==> config.mk <==
export PLATFORM = sky130hd
export DESIGN_NAME = instruction_fetch_queue_flat
export DESIGN_NICKNAME = d
export VERILOG_FILES = /design/src/rtl/instruction_fetch_queue_pkg.sv /design/src/rtl/instruction_fetch_queue_if.sv /design/src/rtl/instruction_fetch_queue_ring_buffer.sv /design/src/rtl/instruction_fetch_queue.sv /design/src/flat_wrapper.sv
export SDC_FILE = /design/constraint.sdc
export NUM_CORES = 1
export LEC_CHECK = 0
export CAP_MARGIN = 20
export CORE_MARGIN = 5
export CORE_UTILIZATION = 30
export DETAILED_ROUTE_END_ITERATION = 8
export GPL_TIMING_DRIVEN = 0
export PLACE_DENSITY = 0.53
export SYNTH_ARGS = -nofsm -noshare
export SYNTH_HDL_FRONTEND = slang
export SYNTH_SLANG_ARGS = --single-unit
==> constraint.sdc <==
create_clock -name clock -period 25.1 [get_ports clock]
set_input_delay 5.02 -clock clock [delete_from_list [all_inputs] [get_ports clock]]
set_output_delay 5.02 -clock clock [all_outputs]
set_load 0.02 [all_outputs]
==> src/rtl/instruction_fetch_queue_pkg.sv <==
// Shared types for the fetch queue: machine word, ring entry and default depth.
package instruction_fetch_queue_pkg;

  typedef logic [31:0] word;

  typedef struct packed {
    word addr;
    word instr;
  } fetch_entry;

  localparam int FETCH_DEPTH = 4;

  // Ring pointers carry one extra wrap bit above the index bits.
  function automatic int ptr_width(input int depth);
    return $clog2(depth) + 1;
  endfunction

endpackage

==> src/rtl/instruction_fetch_queue_if.sv <==
// Fetch-stage bus: PC hand-off, instruction-memory request/response and decode hand-off.
// master = the fetch queue, slave = its surroundings (program_counter, memory, decode).
interface instruction_fetch_queue_if;
  import instruction_fetch_queue_pkg::*;

  word  instruction_addr;
  logic pc_advance;
  logic flush;
  logic imem_req_valid;
  word  imem_req_addr;
  logic imem_req_ready;
  logic imem_resp_valid;
  word  imem_resp_data;
  logic out_valid;
  word  out_instr;
  word  out_addr;
  logic out_ready;

  modport master (
    input  instruction_addr, flush, imem_req_ready, imem_resp_valid, imem_resp_data, out_ready,
    output pc_advance, imem_req_valid, imem_req_addr, out_valid, out_instr, out_addr
  );

  modport slave (
    output instruction_addr, flush, imem_req_ready, imem_resp_valid, imem_resp_data, out_ready,
    input  pc_advance, imem_req_valid, imem_req_addr, out_valid, out_instr, out_addr
  );
endinterface

==> src/rtl/instruction_fetch_queue_ring_buffer.sv <==
// DEPTH-entry storage for fetched instructions. The address half is written at issue
// time (tail), the instruction half when its response returns (fill); head is read async.
module fetch_ring_buffer
  import instruction_fetch_queue_pkg::*;
#(
  parameter int DEPTH = FETCH_DEPTH,
  parameter int IW    = $clog2(DEPTH)
) (
  input  logic           clock,
  input  logic           reset,
  input  logic           addr_we,
  input  logic [IW-1:0]  addr_idx,
  input  word            addr_wdata,
  input  logic           instr_we,
  input  logic [IW-1:0]  instr_idx,
  input  word            instr_wdata,
  input  logic [IW-1:0]  rd_idx,
  output fetch_entry     rd_entry
);
  fetch_entry mem [DEPTH];

  // Entries are cleared on reset so the head read shows zeros while the queue is idle.
  always_ff @(posedge clock or posedge reset) begin
    if (reset) begin
      for (int i = 0; i < DEPTH; i++) mem[i] <= '0;
    end else begin
      if (addr_we)  mem[addr_idx].addr   <= addr_wdata;
      if (instr_we) mem[instr_idx].instr <= instr_wdata;
    end
  end

  assign rd_entry = mem[rd_idx];
endmodule

==> src/rtl/instruction_fetch_queue.sv <==
// Fetch queue between program_counter and decode. Three wrap-bit pointers track the ring:
// tail = next issue slot, fill = next response slot, head = next dequeue slot.
// A flush clears the ring and converts every unanswered request into a pending drop.
module instruction_fetch_queue
  import instruction_fetch_queue_pkg::*;
#(
  parameter int DEPTH = FETCH_DEPTH  // power of 2, >= 2
) (
  input logic                        clock,
  input logic                        reset,
  instruction_fetch_queue_if.master  bus
);
  localparam int IW = $clog2(DEPTH);
  localparam int PW = ptr_width(DEPTH);
  localparam int DW = IW + 2;

  logic [PW-1:0] head, fill, tail;
  logic [PW-1:0] live, filled, inflight;
  logic [DW-1:0] drop_count;
  logic          issue, resp_drop, resp_fill, deq;
  fetch_entry    head_entry;

  assign live     = tail - head;
  assign filled   = fill - head;
  assign inflight = tail - fill;

  // Issue looks only at registered occupancy: a slot freed by this cycle's dequeue is
  // not reusable until next cycle, which keeps the ready path short.
  assign bus.imem_req_valid = !reset && !bus.flush && (live < PW'(DEPTH));
  assign bus.imem_req_addr  = bus.instruction_addr;
  assign issue              = bus.imem_req_valid && bus.imem_req_ready;
  assign bus.pc_advance     = issue;

  // Responses owed to pre-flush requests are swallowed first; memory answers in order.
  assign resp_drop = bus.imem_resp_valid && (drop_count != '0);
  assign resp_fill = bus.imem_resp_valid && (drop_count == '0) && !bus.flush;

  assign bus.out_valid = (filled != '0);
  assign deq           = bus.out_valid && bus.out_ready && !bus.flush;
  assign bus.out_instr = head_entry.instr;
  assign bus.out_addr  = head_entry.addr;

  fetch_ring_buffer #(.DEPTH(DEPTH)) u_ring (
    .clock       (clock),
    .reset       (reset),
    .addr_we     (issue),
    .addr_idx    (tail[IW-1:0]),
    .addr_wdata  (bus.instruction_addr),
    .instr_we    (resp_fill),
    .instr_idx   (fill[IW-1:0]),
    .instr_wdata (bus.imem_resp_data),
    .rd_idx      (head[IW-1:0]),
    .rd_entry    (head_entry)
  );

  // Pointer and drop bookkeeping; flush overrides issue, fill and dequeue.
  always_ff @(posedge clock or posedge reset) begin
    if (reset) begin
      head       <= '0;
      fill       <= '0;
      tail       <= '0;
      drop_count <= '0;
    end else if (bus.flush) begin
      head <= '0;
      fill <= '0;
      tail <= '0;
      // Everything still unanswered after this cycle is owed a drop; a response
      // landing in the flush cycle itself answers one of them and is discarded.
      drop_count <= drop_count + DW'(inflight) - DW'(bus.imem_resp_valid);
    end else begin
      if (issue)     tail       <= tail + PW'(1);
      if (resp_fill) fill       <= fill + PW'(1);
      if (resp_drop) drop_count <= drop_count - DW'(1);
      if (deq)       head       <= head + PW'(1);
    end
  end

  // A response with nothing outstanding and nothing to drop means memory misbehaved.
  a_resp_orphan: assert property (@(posedge clock) disable iff (reset)
    (bus.imem_resp_valid && drop_count == '0) |-> (fill != tail));

  // Drop count must never wrap when a flush adds the unanswered requests to it.
  a_drop_sat: assert property (@(posedge clock) disable iff (reset)
    bus.flush |-> (({1'b0, drop_count} + (DW+1)'(inflight)) < (DW+1)'(1 << DW)));
endmodule
==> src/flat_wrapper.sv <==
// flat-port wrapper written by rule: the top's interface ports become plain ports
module instruction_fetch_queue_flat import instruction_fetch_queue_pkg::*;
#(
  parameter int DEPTH = FETCH_DEPTH                     
)
  (clock, reset, bus_instruction_addr, bus_flush, bus_imem_req_ready, bus_imem_resp_valid, bus_imem_resp_data, bus_out_ready, bus_pc_advance, bus_imem_req_valid, bus_imem_req_addr, bus_out_valid, bus_out_instr, bus_out_addr);
  instruction_fetch_queue_if bus_i ();
  input logic clock;
  input logic reset;
  input wire logic [$bits(bus_i.instruction_addr)-1:0] bus_instruction_addr;
  input wire logic [$bits(bus_i.flush)-1:0] bus_flush;
  input wire logic [$bits(bus_i.imem_req_ready)-1:0] bus_imem_req_ready;
  input wire logic [$bits(bus_i.imem_resp_valid)-1:0] bus_imem_resp_valid;
  input wire logic [$bits(bus_i.imem_resp_data)-1:0] bus_imem_resp_data;
  input wire logic [$bits(bus_i.out_ready)-1:0] bus_out_ready;
  output wire logic [$bits(bus_i.pc_advance)-1:0] bus_pc_advance;
  output wire logic [$bits(bus_i.imem_req_valid)-1:0] bus_imem_req_valid;
  output wire logic [$bits(bus_i.imem_req_addr)-1:0] bus_imem_req_addr;
  output wire logic [$bits(bus_i.out_valid)-1:0] bus_out_valid;
  output wire logic [$bits(bus_i.out_instr)-1:0] bus_out_instr;
  output wire logic [$bits(bus_i.out_addr)-1:0] bus_out_addr;
  assign bus_i.instruction_addr = bus_instruction_addr;
  assign bus_i.flush = bus_flush;
  assign bus_i.imem_req_ready = bus_imem_req_ready;
  assign bus_i.imem_resp_valid = bus_imem_resp_valid;
  assign bus_i.imem_resp_data = bus_imem_resp_data;
  assign bus_i.out_ready = bus_out_ready;
  assign bus_pc_advance = bus_i.pc_advance;
  assign bus_imem_req_valid = bus_i.imem_req_valid;
  assign bus_imem_req_addr = bus_i.imem_req_addr;
  assign bus_out_valid = bus_i.out_valid;
  assign bus_out_instr = bus_i.out_instr;
  assign bus_out_addr = bus_i.out_addr;
  instruction_fetch_queue #(.DEPTH(DEPTH)) u_core (.clock(clock), .reset(reset), .bus(bus_i));
endmodule
-- Yosys cells after proc, flatten, opt, wreduce, memory -nomap -nowiden
Index checks and enable logic that the tools add are counted.
- flip-flop bits (word level): 269
- input bits: 70
- output and inout bits: 99
- word-level logic and storage cells: 68
- $add $sub $neg: 9
- order comparisons: 6
- mux-type cells: 19
- bitwise logic cells: 3
- reductions and logical operators: 19
- operator list (operator ; number):
    bitwise mux 256 bit ; 2
    2-to-1 mux 256 bit ; 2
    demux 64 bit (select 2 bit) ; 2
    2-to-1 mux 64 bit ; 3
    binary-select mux 64 bit (select 2 bit) ; 1
    2-to-1 mux 32 bit ; 1
    2-to-1 mux 3 bit ; 6
    logical AND 1 bit ; 10
    adder 3 x 1 -> 3 bit, second input constant ; 3
    greater-or-equal comparator 3 bit, second input constant ; 3
    inverter 2 -> 3 bit ; 3
    subtractor 3 bit ; 3
    2-to-1 mux 4 bit ; 2
    nonzero test 2 bit ; 4
    less-than comparator 3 x 1 -> 1 bit, second input constant ; 2
    adder 4 x 3 -> 4 bit ; 1
    zero test 4 bit ; 1
    nonzero test 4 bit ; 1
    subtractor 4 x 1 -> 4 bit ; 1
    subtractor 4 x 1 -> 4 bit, second input constant ; 1
    less-than comparator 3 bit, second input constant ; 1
    nonzero test 3 bit ; 1
    zero test 1 bit ; 2

-- Longest topological paths before layout
Gate-level depths: netlist (run 1).
- depth after elaboration: 9
- depth in mapped cells: 12
- mapped depth without buffers: 12

-- Modules after synthesis
From an unflattened synthesis (run 1), not the netlist that was laid out.
- cells, all modules: 771
- area total of the unflattened synthesis: 12310.6 um2
- modules (own cells, without submodules) (module ; instances ; cells each ; area each (um2) ; seq. area each (um2)):
    fetch_ring_buffer ; 1 ; 623 ; 11039.3 ; 6406.1
    instruction_fetch_queue ; 1 ; 148 ; 1271.2 ; 325.3

-- Least setup slack after synthesis (run 1)
No wires, ideal clock.
- kind: input to output
- start point: input bus_flush
- end point: output bus_imem_req_valid
- arrival time: 5.939 ns
- data required time: 20.080 ns
- setup slack: 14.141 ns
- cell stages on the path: 3
- path buffers: 2
- cells stage by stage: clkbuf_1 -> clkbuf_1 -> nor3_1
- word-level cells in the longest chain between the ends: 3
- ends and longest elaborated chain (element ; line ; source):
    from (decl) ; flat_wrapper.sv:11 ; input wire logic [$bits(bus_i.flush)-1:0] bus_flush;
    zero test 1 bit ; instruction_fetch_queue.sv:29 ; assign bus.imem_req_valid = !reset && !bus.flush && (live < PW'(DEPTH));
    logical AND 1 bit (2 in series) ; instruction_fetch_queue.sv:29 ;
    to (decl) ; flat_wrapper.sv:17 ; output wire logic [$bits(bus_i.imem_req_valid)-1:0] bus_imem_req_valid;
Every way passes these cells.

-- Worst setup path after layout (run 1)
Ends and elaborated chain as after synthesis.

==> results of run 1 <==
sequential cells by signal (all words and copies together), names as in the netlist:
| register | cells |
|---|---|
| u_core.fill | 3 |
| u_core.head | 3 |
| u_core.drop_count | 4 |
| u_core.u_ring.mem | 256 |
| u_core.tail | 3 |
through the flow:
stage	util [%]	std cells	setup WS [ns]	hold WS (ns)
after floorplan	-	779	12.67	0.4526
after global placement	36.02	1479	8.566	0.4634
after detailed placement	36.17	1481	12.98	0.4691
after CTS	39.06	1541	12.96	0.4812
after global routing	39.06	1541	12.82	0.4949
final	39.06	1541	13.02	0.4778
power by group through the flow:
stage                     clock network, mW  registers [mW]  logic [mW]
final                                 0.502           0.563       0.534
after global routing                  0.539           0.573       0.582
after CTS                             0.523           0.563       0.550
after detailed placement                  0           0.570       0.547
after global placement                    0           0.569       0.544
after floorplan                           0           0.556       0.336
routing by layer:
layer | global-route usage, % | up-vias | wire length (um)
met5 | 0 | - | 0
li1 | - | 3236 | -
met4 | 3.443 | 0 | 533
met1 | 17.68 | 3730 | 12770
met2 | 21.33 | 116 | 14090
met3 | 3.188 | 34 | 1204
worst paths after layout:
| kind | startpoint | endpoint | slack, ns | cells past startpoint |
|---|---|---|---|---|
| min in group asynchronous | reset | u_core.tail[1] | 4.95 | 2 |
| min reg2reg | u_core.u_ring.mem[60] | u_core.u_ring.mem[60] | 0.48 | 1 |
| max in group asynchronous | reset | u_core.u_ring.mem[32] | 19.22 | 3 |
| max | bus_flush | bus_imem_req_valid | 13.02 | 5 |
| min | u_core.u_ring.mem[60] | u_core.u_ring.mem[60] | 0.48 | 1 |
| max reg2reg | u_core.head[1] | u_core.u_ring.mem[33] | 21.11 | 9 |
kinds of logic (layout without fill, tap and decap cells):
group | Yosys count | after routing | synth area share, %
DFF | 269 | 269 | 54.61
muxes | 322 | 322 | 35.25
buffers and inverters | 94 | 324 | 4.162
xor gates and xnor gates | 16 | 16 | 1.198
and+or+nand+nor | 38 | 38 | 1.431
adders and majority gates | 23 | 23 | 2.457
AOI/OAI and AO/OA | 17 | 17 | 0.8933
cell usage in the layout, fill, tap and decap left out, types with 2 or more instances in the layout:
cell type,Yosys,layout
dfrtp_1,269,269
inv_1,20,19
buf_4,35,35
buf_16,0,2
o21ai_1,4,4
clkbuf_16,0,37
a21oi_1,7,7
buf_2,23,23
buf_1,11,11
fa_1,2,2
clkbuf_1,4,7
nand3_1,8,8
nor3_1,3,3
xnor2_1,12,12
clkbuf_8,0,10
clkinv_2,0,7
bufinv_16,0,2
nor2_1,10,10
xor2_1,3,3
nand3b_1,2,2
mux4_2,64,64
mux2i_1,2,2
clkdlybuf4s50_1,0,168
mux2_1,256,256
nand2_1,10,10
o31ai_1,2,2
ha_1,21,21
cells in the mapped netlist:
library cell	count	area, um2
nor2b_1	1	6.260
nor2_1	10	37.54
or3_1	1	6.260
clkbuf_1	4	15.01
nand4_1	1	6.260
a21oi_4	1	16.27
xor2_1	3	26.28
nand2_1	10	37.54
nand2b_1	1	6.260
a211oi_1	1	7.510
buf_1	11	41.29
mux4_2	64	1441
dfrtp_1	269	6731
nand3_1	8	40.04
and2_1	1	6.260
clkinv_1	1	3.750
a21o_1	1	7.510
a31o_1	1	8.760
buf_4	35	262.8
o21ai_1	4	20.02
xor2_2	1	16.27
ha_1	21	262.8
inv_1	20	75.07
buf_2	23	115.1
fa_1	2	40.04
mux2_1	256	2883
o31ai_1	2	15.01
nand3b_1	2	15.01
a21oi_1	7	35.03
nor3_1	3	15.01
xnor2_1	12	105.1
mux2i_1	2	20.02
cell type report:
class / instances / area [um2] / area share (%)
clock buffer: 50 / 1075 / 6.754
clock inverter: 10 / 102.6 / 0.6448
timing repair buffer: 170 / 1737 / 10.91
inverter: 21 / 86.33 / 0.5425
buffer: 73 / 434.2 / 2.728
sequential: 269 / 6731 / 42.30
tap: 532 / 665.6 / 4.183
multi-input combinational: 416 / 5081 / 31.93
==> results list, run 1 <==
- Average instance area after synthesis: 15.82 um2
* Warning count from the yosys run: 0
- Max_cap viols: 0
- Final routed DRC violation total: 0
* Drt pass-1 iters: 4
- Wire length of the first global-routing pass: 46.25 mm
- The net count of the finished layout is 1078.
- Slowest Stage Delay on Critical Path: 0.57 ns
* Hold_buf cts: 0
* Buf+Inv Stages, Crit Path: 4
* Highest fanout seen on the critical path: 10
- The cell area that synthesis handed to floorplanning was 12330 um2.
* Kind of cell with the highest combined delay on the critical path: buffers and inverters
* Final-report hold violation count: 0
- Global routing finished with a remaining overflow of 0.
- Cell count after synthesis: 779
- Switching portion of total power: 29.89%
- Wirelength per Cell: 18.56 um
- Cell-by-cell trace of the critical path: clkdlybuf4s50_1, clkbuf_1, clkbuf_1, nor3_1, clkdlybuf4s50_1
- The detail route stage leaves a number of antenna-violating nets equal to 0.
* Final critical-path share of the clock period: 48.12%
- The via count of the first global-routing pass came to 8026.
* Initial core utilization: 30.25%
- Critical Path Start Type: input pin
* Portion of the post-synthesis area used by sequential elements: 54.61%
- Data arrives at the worst endpoint at 7.06 ns.
* Worst-skew pair later-pin latency: 0.52 ns
- In this run the horizontal extent of the chip is 212.7 um.
- Final-report setup violation count: 0
* Resized cells post-CTS: 0
- The tree built by TritonCTS fans out to 269 sinks.
- Setup repair after global routing left no endpoint under its margin.
- The placed instances occupy a cell area of 14740 um2.
- The clock arrives with 0.007249 ns of skew.
* Final Instance Area: 15910 um2
- Synth unique cells: 32
* Final period demand of the worst path: 12.08 ns
- Clock-pin slew was measured on the worst setup and hold paths at 0.05 ns.
- The initial antenna violation count is 0.
* Cell internal power dissipation: 1.121 mW
- Synthesis produced a netlist with a net count of 872.
- The number of setup buffers added after CTS is 0.
- The worst setup path is of the input pin to output port kind.
- Diode count: 0
- In the final layout, the share of cells above drive strength 1 is 18.24%.
- The clock network accounts for 31.4% of the total power.
- Power spent charging and discharging nets: 478.1 uW
- In the routed layout, each cell is associated on average with a via count of 4.618.
- Row count: 74
- In the final timing run, aggregate negative setup slack is 0 ns.
- Entering global routing, the biggest net connects 119 pins.
* Quantity of I/O buffers inserted on ports: 168
- Die area: 45240 um2
* Wirelength, routed: 28.60 mm
- Combinational cells account for 33.4% of the total power.
- After synthesis the netlist holds a flip-flop and latch count of 269.
- Final GP Congestion: 0.7059
* Critical path endpoint category: output port
- Worst slew slack as a fraction of its limit: 37.56%
* Routed vias: 7116
- Area growth from synthesis to layout: 29.10%
* Share of power burned in registers: 35.2%
- The number of max-slew violations in the final report came to 0.
* Worst-path cell with the longest stage delay: clkdlybuf4s50_1
* F_max: 82.79 MHz
- CTS placed an instance of clkbuf_16 at the clock tree root.
- Number of H-tree levels: 2
* Count of pins on the block boundary: 169
* Post-DP HPWL: 19.36 mm
- DRC marker count from the first detailed-route iteration: 222
- Counting the buffers created by CTS gives 34.
- Die boundary height: 212.7 um
- Pwr Density: 100.5 nW/um2
- The analysis attributes to cell leakage a power of 7.381 nW.
- STA puts the critical path data required time at 20.08 ns.
- After floorplanning, the core was sized to cover 40740 um2.
* Clock tree from TritonCTS: yes
- The flow ran to the end, and the final reports show no timing, DRC or antenna violations.
- Worst-case clock buffer depth: 3
- Fill cells: 3875
- Peak ir drop on the vdd network: 0.06078 mV
- Gr usage total: 13.09%
- Power after layout: 1.599 mW
- Type of the worst min-delay path: flip-flop to flip-flop
- At the pin with the least slew margin, the transition time is 0.9366 ns.
No activity file was read; power rests on OpenSTA's default activity.
==> run 2: changes to the inputs <==
==> constraint.sdc (replaced) <==
create_clock -name clock -period 12.3 [get_ports clock]
set_input_delay 2.46 -clock clock [delete_from_list [all_inputs] [get_ports clock]]
set_output_delay 2.46 -clock clock [all_outputs]
set_load 0.02 [all_outputs]
==> results of run 2 <==
Same layout as run 1 (identical final DEF). Status: finished clean.
Among the figures that moved: setup slack after placement 12.98 ns -> 5.297 ns; setup slack after layout 13.02 ns -> 5.341 ns; register-to-register setup slack 21.11 ns -> 8.31 ns; total power 1.599 mW -> 3.264 mW; worst IR drop on VDD 0.06078 mV -> 0.1240 mV
==> run 3: changes to the inputs <==
==> constraint.sdc (replaced) <==
create_clock -name clock -period 7 [get_ports clock]
set_input_delay 1.4 -clock clock [delete_from_list [all_inputs] [get_ports clock]]
set_output_delay 1.4 -clock clock [all_outputs]
set_load 0.02 [all_outputs]
==> run 3 against run 2 <==
Effect of this change: clock power is 79% higher; wire length is 1.3% higher; first-iteration DRC count is 40% lower; non-clock buffer count is 7 higher; cell area is 0.94% higher; power is 77% higher; cell count is 0.58% higher; die area stayed put; setup slack worse by 3.8 ns; combinational power is 78% higher; largest power group unchanged; critical endpoint is now bus_pc_advance; worst hold slack better by 0.0015 ns; count of clock-buffer cells in the layout is 4 higher; largest cell class unchanged.
==> results list, run 3 (same netlist as run 1, synthesis figures left out) <==
- # nets final: 1085
* Worst-path cell with the longest stage delay: buf_1
- Number of global-route vias before repair: 7950
- Max_cap viols: 0
- Initial antenna violation count: 0
* Share of final-layout standard cells stronger than drive strength 1: 18.76%
- The register with the most flip-flops in the layout has 256 of them.
- Pin count of the biggest net entering global routing: 41
* CTS buffer count: 34
- Row generation in the floorplan step produced 74 rows.
* Final routed DRC violation total: 0
- The number of max-slew violations in the final report was 0.
- Diode count: 0
- Hold path startpoint: u_core.u_ring.mem[40]
- For this run, the share of the core covered by cells in the final layout is 39.43%.
- In this run the tool buffered the top-level ports with 168 buffer cells.
- Gr usage total: 13.20%
- Post-DP HPWL: 19.93 mm
- Worst-Margin Slew: 0.9463 ns
- The path class of the tightest hold or removal check is flip-flop to flip-flop.
- Kind of cell with the highest combined delay on the critical path: buffers and inverters
* Number of sinks on the clock net: 269
- Once the clock tree was built, the resizer swapped 0 gates to a different size.
* Number of setup buffers added after CTS: 0
* Critical path endpoint category: output port
- In this run the count of I/O pins placed on the die edge is 169.
* Placed Instances: 1487
* Clock tree from TritonCTS: yes
- In the final layout, the registers with the most flip-flops are u_core.u_ring.mem (256), u_core.drop_count (4).
- After the first detailed-routing iteration, the DRC count stood at 133.
- Leaving out fill and tap cells, the most frequent cells in the layout are dfrtp_1 (269), mux2_1 (256), clkdlybuf4s50_1 (168), mux4_2 (64), clkbuf_16 (37).
- Req. time, crit path: 5.60 ns
- After clock tree synthesis, the clock-pin slew on the worst setup and hold paths is 0.06 ns.
- u_core.u_ring.mem holds more flip-flops than any other register.
- Routability-driven placement finished with a final weighted congestion of 0.6991.
- Congestion Overflow GR: 0
* Worst-case clock buffer depth: 3
- Dividing the detail-routed wire length by the instance count gives 18.70 um.
- Cell leakage power: 7.434 nW
* Area growth from synthesis to layout: 30.32%
* Final critical-path share of the clock period: 77.99%
* CP dominant cell by count: buf_1
* Final Instance Area: 16060 um2
- Peak ir drop on the vdd network: 0.1579 mV
- The critical path contains buffers and inverters numbering 4 combined.
- Drt pass-1 iters: 4
- The largest single stage delay on the critical path is 0.68 ns.
- Measured against its own limit, the worst slew margin works out to 36.91%.
- Core area: 40740 um2
* Worst-case clock skew: 0.01560 ns
* Number of routed nets with antenna violations: 0
- Most common library cell in the layout ignoring fill and taps: dfrtp_1
* Worst-skew pair later-pin latency: 0.52 ns
- The first global-routing pass estimated 46.62 mm of wire.
- Worst reg2reg startpoint: u_core.head[1]
- The routed design has 28.98 mm of wire.
- Hold_buf cts: 0
* Final-report hold violation count: 0
* Die boundary height: 212.7 um
- Cell chosen for the clock root: clkbuf_16
* CP Data Arrival Time: 4.06 ns
- Setup repair after global routing left no endpoint under its margin.
* Final period demand of the worst path: 5.460 ns
* Routed vias: 7201
* Final-report setup violation count: 0
* Number of vias per cell after detailed routing: 4.646
* Number of H-tree levels: 2
* Initial core utilization: 30.25%
- Die area: 45240 um2
- The critical path is of the flip-flop to output port type.
* Highest fanout seen on the critical path: 10
* Number of standard cells in the layout, taps in and fillers out: 1550
- The worst setup path is launched from a flip-flop.
- Static timing analysis puts the maximum clock frequency at 183.2 MHz.
* Pwr Density: 360.5 nW/um2
- Start point of the critical path: u_core.head[1]
* Result of the run: finished clean
- The floorplan step set the die width to 212.7 um.
* Total cell area at the placement stage: 14840 um2
* Cell-by-cell trace of the critical path: buf_1, buf_1, inv_1, ha_1, a21oi_4, xnor2_1, nor2_1, clkdlybuf4s50_1
-- run 3: changes by cell type in the layout (fill, tap and decap cells not counted), sizes merged --
cell,previous run,this run
buf,71,78
clkbuf,54,58
clkinv,8,4
clkinvlp,1,4
inv,20,19
-- run 3: power by group --
part | switching, mW | internal [mW] | leakage, nW | total (mW)
logic | 0.900 | 1.04 | 3.24 | 1.94
clock network | 0.675 | 1.16 | 0.589 | 1.84
registers | 0.154 | 1.86 | 3.60 | 2.02
-- run 3: worst register-to-register path: cells and delay by family, from the launching register on --
kind	cells	cell delay [ns]
AND/OR/NAND/NOR	1	0.50
AO/OA/AOI/OAI	1	0.20
multiplexers	1	0.35
adder cells (fa/ha/maj)	1	0.36
XOR/XNOR	1	0.18
flip-flops	1	0.43
buffers and inverters	4	1.86
-- run 3: metal layers --
layer	vias up	track usage (%)	routed length, um
met5	-	0	0
met4	0	4.105	593
met3	35	2.336	1082
met2	110	21.27	13970
met1	3804	18.34	13330
li1	3252	-	-
-- run 3: worst paths after layout --
check	endpoint	slack, ns	cells past startpoint
setup / recovery	bus_pc_advance	1.54	8
hold / removal	u_core.u_ring.mem[40]	0.48	1
setup reg to reg	u_core.u_ring.mem[45]	3.00	9
hold reg to reg	u_core.u_ring.mem[40]	0.48	1
max in group asynchronous	u_core.u_ring.mem[227]	4.74	5
min in group asynchronous	u_core.u_ring.mem[250]	1.25	2
-- run 3: cell type report --
class	count	area, um2
Clock buffer	54	1110
Fill cell	3899	24680
Tap cell	532	665.6
Clock inverter	8	101.3
Sequential cell	269	6731
Timing Repair Buffer	177	1857
Inverter	21	82.58
Buffer	73	434.2
Multi-Input combinational cell	416	5081
-- run 3: per-stage QoR --
stage               setup slack (ns)  setup TNS [ns]  hold slack, ns  power (mW)
floorplan                      2.047               0          0.4526       3.200
global placement             -0.3153          -75.02          0.4645       3.997
detailed placement             1.919               0          0.4727       4.025
CTS                            1.304               0          0.4854       5.918
global route                   1.164               0          0.4945       6.122
finish                         1.540               0          0.4793       5.791
